## config.mk

```make
export PLATFORM = sky130hd
export DESIGN_NAME = seq_mult16_ctrl
export DESIGN_NICKNAME = d
export VERILOG_FILES = /design/src/rtl/seq_mult16_ctrl.sv
export SDC_FILE = /design/constraint.sdc
export NUM_CORES = 1
export LEC_CHECK = 0
export CAP_MARGIN = 20
export CORE_UTILIZATION = 49
export CTS_CLUSTER_DIAMETER = 40
export DETAILED_ROUTE_END_ITERATION = 7
export PLACE_DENSITY = 0.81
export SKIP_LAST_GASP = 1
export SLEW_MARGIN = 20
export SYNTH_ARGS = -nofsm -noshare
export SYNTH_HDL_FRONTEND = slang
export SYNTH_SLANG_ARGS = --single-unit
```

## constraint.sdc

```tcl
create_clock -name clk -period 3.11 [get_ports clk]
set_input_delay 0.933 -clock clk [delete_from_list [all_inputs] [get_ports clk]]
set_output_delay 0.933 -clock clk [all_outputs]
set_load 0.02 [all_outputs]
```

## src/rtl/seq_mult16_ctrl.sv

```systemverilog
// ---------------------------------------------------------------------------
// seq_mult16_ctrl
// Iterative 16x16 unsigned shift-and-add multiplier controller (EX stage).
// Each RUN cycle it feeds the latched multiplicand and the current multiplier
// LSB to the external bit-mask AND stage and adds the returned partial product
// into the upper half of a 32-bit accumulator, then shifts right by one.
// After 16 iterations the product is published with a one-cycle done pulse.
//
// Ports:
//   clk       system clock, rising edge
//   rst_n     synchronous active-low reset (priority over start/abort)
//   start     request, sampled only in IDLE or DONE
//   abort     cancels an in-flight multiply (RUN only)
//   a, b      multiplicand / multiplier, captured on accepted start
//   mask_x    to mask stage vector input (latched multiplicand)
//   mask_y    to mask stage enable input (current multiplier LSB)
//   mask_out  from mask stage, combinational partial product
//   busy      high while in RUN
//   done      one-cycle pulse when product is updated
//   product   last completed 32-bit result, held until next completion
// ---------------------------------------------------------------------------
module seq_mult16_ctrl #(
    parameter int WIDTH = 16,
    parameter int CNT_W = 5
) (
    input  logic        clk,
    input  logic        rst_n,
    input  logic        start,
    input  logic        abort,
    input  logic [15:0] a,
    input  logic [15:0] b,
    output logic [15:0] mask_x,
    output logic        mask_y,
    input  logic [15:0] mask_out,
    output logic        busy,
    output logic        done,
    output logic [31:0] product
);

    typedef enum logic [1:0] {
        IDLE = 2'd0,
        RUN  = 2'd1,
        DONE = 2'd2
    } state_t;

    localparam logic [CNT_W-1:0] LAST_CNT = CNT_W'(WIDTH - 1);

    state_t             state_r;
    state_t             next_state_s;
    logic [15:0]        mcand_r;
    logic [31:0]        acc_r;
    logic [CNT_W-1:0]   cnt_r;
    logic [31:0]        product_r;
    logic               busy_r;
    logic               done_r;

    logic               load_s;
    logic               iter_s;
    logic               finish_s;
    logic               busy_nx_s;
    logic               done_nx_s;
    logic [16:0]        sum_s;
    logic [31:0]        acc_nx_s;

    // Add the partial product to the running sum; the carry becomes acc[31]
    // after the right shift, so the 32-bit product is exact.
    assign sum_s    = {1'b0, acc_r[31:16]} + {1'b0, mask_out};
    assign acc_nx_s = {sum_s, acc_r[15:1]};

    assign mask_x  = mcand_r;
    assign mask_y  = acc_r[0];
    assign busy    = busy_r;
    assign done    = done_r;
    assign product = product_r;

    // State register plus registered busy/done flags.
    always_ff @(posedge clk) begin
        if (!rst_n) begin
            state_r <= IDLE;
            busy_r  <= 1'b0;
            done_r  <= 1'b0;
        end else begin
            state_r <= next_state_s;
            busy_r  <= busy_nx_s;
            done_r  <= done_nx_s;
        end
    end

    // Next-state decode; abort only matters in RUN, start only outside RUN.
    always_comb begin
        next_state_s = state_r;
        case (state_r)
            IDLE: begin
                if (start) begin
                    next_state_s = RUN;
                end else begin
                    next_state_s = IDLE;
                end
            end
            RUN: begin
                if (abort) begin
                    next_state_s = IDLE;
                end else if (cnt_r == LAST_CNT) begin
                    next_state_s = DONE;
                end else begin
                    next_state_s = RUN;
                end
            end
            DONE: begin
                if (start) begin
                    next_state_s = RUN;
                end else begin
                    next_state_s = IDLE;
                end
            end
            default: begin
                next_state_s = IDLE;
            end
        endcase
    end

    // Datapath strobes and next values of the registered status outputs.
    always_comb begin
        load_s    = 1'b0;
        iter_s    = 1'b0;
        finish_s  = 1'b0;
        busy_nx_s = (next_state_s == RUN);
        done_nx_s = (next_state_s == DONE);
        case (state_r)
            IDLE, DONE: begin
                load_s = start;
            end
            RUN: begin
                iter_s   = ~abort;
                finish_s = ~abort & (cnt_r == LAST_CNT);
            end
            default: begin
                load_s = 1'b0;
            end
        endcase
    end

    // Operand capture, iteration and result publication.
    always_ff @(posedge clk) begin
        if (!rst_n) begin
            mcand_r   <= 16'h0000;
            acc_r     <= 32'h0000_0000;
            cnt_r     <= '0;
            product_r <= 32'h0000_0000;
        end else begin
            if (load_s) begin
                mcand_r <= a;
                acc_r   <= {16'h0000, b};
                cnt_r   <= '0;
            end else if (iter_s) begin
                acc_r <= acc_nx_s;
                cnt_r <= cnt_r + CNT_W'(1);
            end else begin
                acc_r <= acc_r;
                cnt_r <= cnt_r;
            end
            // Only the final iteration updates product, so it never shows
            // a partial sum.
            if (finish_s) begin
                product_r <= acc_nx_s;
            end else begin
                product_r <= product_r;
            end
        end
    end

endmodule

```

# After elaboration in Yosys (flattened, before gate mapping)
# Index checks and enable logic that the tools add are counted.
# op_classes
addsub	2
multipliers	0
n_div	0
order_cmp	0
eq_ne	5
shifts	0
mux	9
n_bitwise	3
reduce_logical	4
# op_table
operator	count
$mux W16	2
$add A16 B16 Y17	1
$add A5 B1 Y5 const B	1
$eq A5 B4 Y1 const B	1
$eq A2 B1 Y1 const B	2
$eq A2 B2 Y1 const B	2
$mux W1	4
$mux W2	2
$pmux W2 S2	1
$reduce_or A2 Y1	2
$logic_not A2 Y1	1
$not A1 Y1	2
$reduce_bool A2 Y1	1
$and A1 B1 Y1	1
# totals
ff_bits	89
latch_bits	0
ram_bits	0
romBits	0
output_inout_bits	51
word_cells	31
memories	0

# Logic depth before layout (Yosys ltp)
# logic_depth
depth_word	5
depth_mapped	8
mapped_depth_nobuf	8

# Worst setup path after synthesis
# Ideal clock, no wire load.
# synth_timing
path_kind	input to register
startpoint	input port mask_out[0]
endpoint	register acc_r[31]
setup_time_ns	0.137
t_arrival_ns	2.638
required_time_ns	2.973
slack_ns	0.336
path_stages	8
path_buffers	0
cell_sequence	ha_1 -> fa_1 -> a21o_1 -> a221o_1 -> a221oi_2 -> o21ai_1 -> a21oi_2 -> a211oi_1
# synth_between
elab_chain_len	1
# synth_rtl
element	line_no	rtl
from (decl)	34	input logic [15:0] mask_out,
$add A16 B16 Y17	67	assign sum_s = {1'b0, acc_r[31:16]} + {1'b0, mask_out};
to (signal assigned)	153	acc_r <= {16'h0000, b};
to (signal assigned)	156	acc_r <= acc_nx_s;
to (signal assigned)	159	acc_r <= acc_r;
to (decl)	51	logic [31:0] acc_r;
# No other way between the ends.
# A chain may end at the register's enable or synchronous reset.

# Final worst setup path
# Same ends and word-level chain as after synthesis.

==> run metrics <==
status finished clean; PD cells 424 mW/mm^2; DIE AREA 0.00852 mm^2; Routed Antenna Nets 0; flop2flop setup slack 0.77 ns; Initial Util 51.2%; Placer Congestion 0.968; TNS Setup 0 ns; Core ar. 0.00781 mm^2; required time worst endpoint 3.33 ns; Yosys top cell by area dfxtp_1; Setup Fix Bufs, Post-CTS 0; slew margin rel. 64.5%; # hold bufs at CTS 0; CP max FO 3; DR WL/cell 14.1 um; xor/xnor share of the synthesized area 3.07%; EDFF count, synth 0; Final Hold Vio Count 0; Filler cells 630; Critical Path Sink acc_r[31]; crit path from mask_out[0]; clk slew on worst S/H paths 0.09 ns; Final min period 3.03 ns; cell at the root of the clock tree clkbuf_8; later-pin clock latency in the skew report 0.36 ns; commonest non-fill, non-tap cell in the layout nand2_1; NumNets Final 670; Final setup viols 0; VDD IR-drop max 0.000240 V; initial drt markers 265; 1st-pass router iterations 5; area occupied by multi-input gates 0.00207 mm^2; largest family of logic cells by synthesized area simple AND/OR/NAND/NOR gates; DIE WIDTH 92.3 um; most frequent cells in the layout nand2_1, clkdlybuf4s50_1, dfxtp_1; RR Startpoint acc_r[16]; initial antenna violation count 0; total CTS buffers 9; adder-cell share of the synthesized area 6.14%; Syn Std Cell Area 0.00400 mm^2; Leak 2.08 nW; WS Path Type input port to register; # clock sinks 89; number of synthesized register bits 89; Resize count post-CTS 0; Seq/Total Area, Yosys 44.6%; maxcap violations 0; Post-Route WL 9990 um; first-pass GRT wire length 16600 um; Post-Synth Simple-Gate Area 21.7%; top_reg_cell synth dfxtp_1; RR Endpoint acc_r[31]; Yosys cell types 47; CP Capture Type register; Max Clk Rate 0.330 GHz; storage element area 0.00178 mm^2; RSZ-0062 raised after global routing false; Max clock buf depth 2; vertical die dimension 92.3 um; CTS tree built; syn nets 565; Post-synth ARST share 0%; vias in the first global route 3646; worst hold path class register to register; Vias per Instance 5.43; Final Max Slew Viols 0; compound-cell area share of the yosys netlist 19.9%; layout cell share with drive strength beyond 1 8.44%; Final Util 69.3%; CP Data Arrival Time 3.25 ns; Worst Clk Skew 0.0119 ns; Syn Inst Count 494; Synth Warn # 0; top cells by area, synth dfxtp_1, nand2_1, a21oi_1, ha_1, a311oi_1; Port Buffer Count 102; Worst-Margin Slew 0.533 ns; gr ovfl total 0; Site Rows 32; Final HPWL DP 7130 um; Avg Cell Area, Syn 8.09 um^2; diode count 0; # IOs 103; startpoint types input port; DRC 0; r2r worst-path depth 8; GRT Overall Usage 24.4%; Layout area overhead 35.4%; pin count of the biggest net entering global routing 53; post-synth top area share 44.6%; H-Tree Depth 3; Tcrit/Tclk final 97.4%; hold path depth 2; DR vias 3831; post-synthesis mux area share 0.752%
==> per-layer routing <==
metal,wire (um),global-route usage [%],part of all wire (%),vias to the layer above
met1,4400,30.7,44,1766
met2,4780,41.2,48,136
li1,-,-,-,1903
met5,0,0,0,-
met3,576,4.35,5.8,26
met4,229,10.5,2.3,0
==> where the power goes <==
| part | leakage, nW | switching (mW) | internal, mW |
|---|---|---|---|
| combinational | 1.27 | 0.180 | 0.164 |
| clock | 0.0901 | 0.443 | 0.306 |
| sequential | 0.724 | 0.0239 | 1.18 |
==> state kept, by name, summed over array words and instances, names as in the netlist <==
signal and flops:
cnt_r 5, acc_r 32, busy 1, mask_x 16, product 32, state_r 2, done 1
==> worst max-delay path, stage by stage <==
cell             delay [ns]
clkdlybuf4s50_1        0.41
ha_1                   0.23
fa_2                   0.36
a21o_1                 0.22
a221o_1                0.34
a221oi_2               0.31
o21ai_1                0.15
a21oi_2                0.19
a211oi_1               0.10
==> Yosys cell counts (all sizes together), types with 5 or more instances <==
cell,count
inv,9
clkbuf,28
a21o,6
dfxtp,89
a31oi,5
ha,18
a21oi,57
nand2,137
xor2,6
nor3,6
nand3,10
o21ai,15
a311oi,16
xnor2,8
nor2,36
==> cell families after synthesis <==
kind of cell    Yosys count
fa+ha+maj                19
compound gates          120
buf+inv                  41
mux                       3
simple gates            208
xor+xnor                 14
flops                    89
==> area by class of cell <==
class / instances / share of cell area (%)
inverters: 9 / 0.625
multi-input cells: 364 / 38.2
repair buffers: 126 / 22.4
clock inverters: 7 / 1.11
well taps: 102 / 2.36
flip-flops and latches: 89 / 32.9
clock buffers: 9 / 2.29
==> through the flow <==
stage / instances / setup WS [ns] / total power, mW / area (um^2) / hold WS, ns
6_report: 706 / 0.0811 / 2.29 / 5410 / 0.457
5_1_grt: 706 / 0.0218 / 2.40 / 5410 / 0.487
4_1_cts: 706 / 0.0744 / 2.31 / 5410 / 0.461
3_5_place_dp: 690 / -0.299 / 1.57 / 5220 / 0.448
3_3_place_gp: 690 / -0.202 / 1.56 / 5220 / 0.442
2_1_floorplan: 494 / 0.336 / 1.41 / 4000 / 0.429
==> worst min path at each step <==
stage                      startpoint           to  slack [ns]
after floorplan             acc_r[22]    acc_r[22]        0.43
after global placement      mask_x[3]    mask_x[3]        0.44
after detailed placement  product[10]  product[10]        0.45
after CTS                 product[10]  product[10]        0.46
after global routing      product[13]  product[13]        0.49
final                     product[10]  product[10]        0.46
Power figures use the tool's default switching activity.
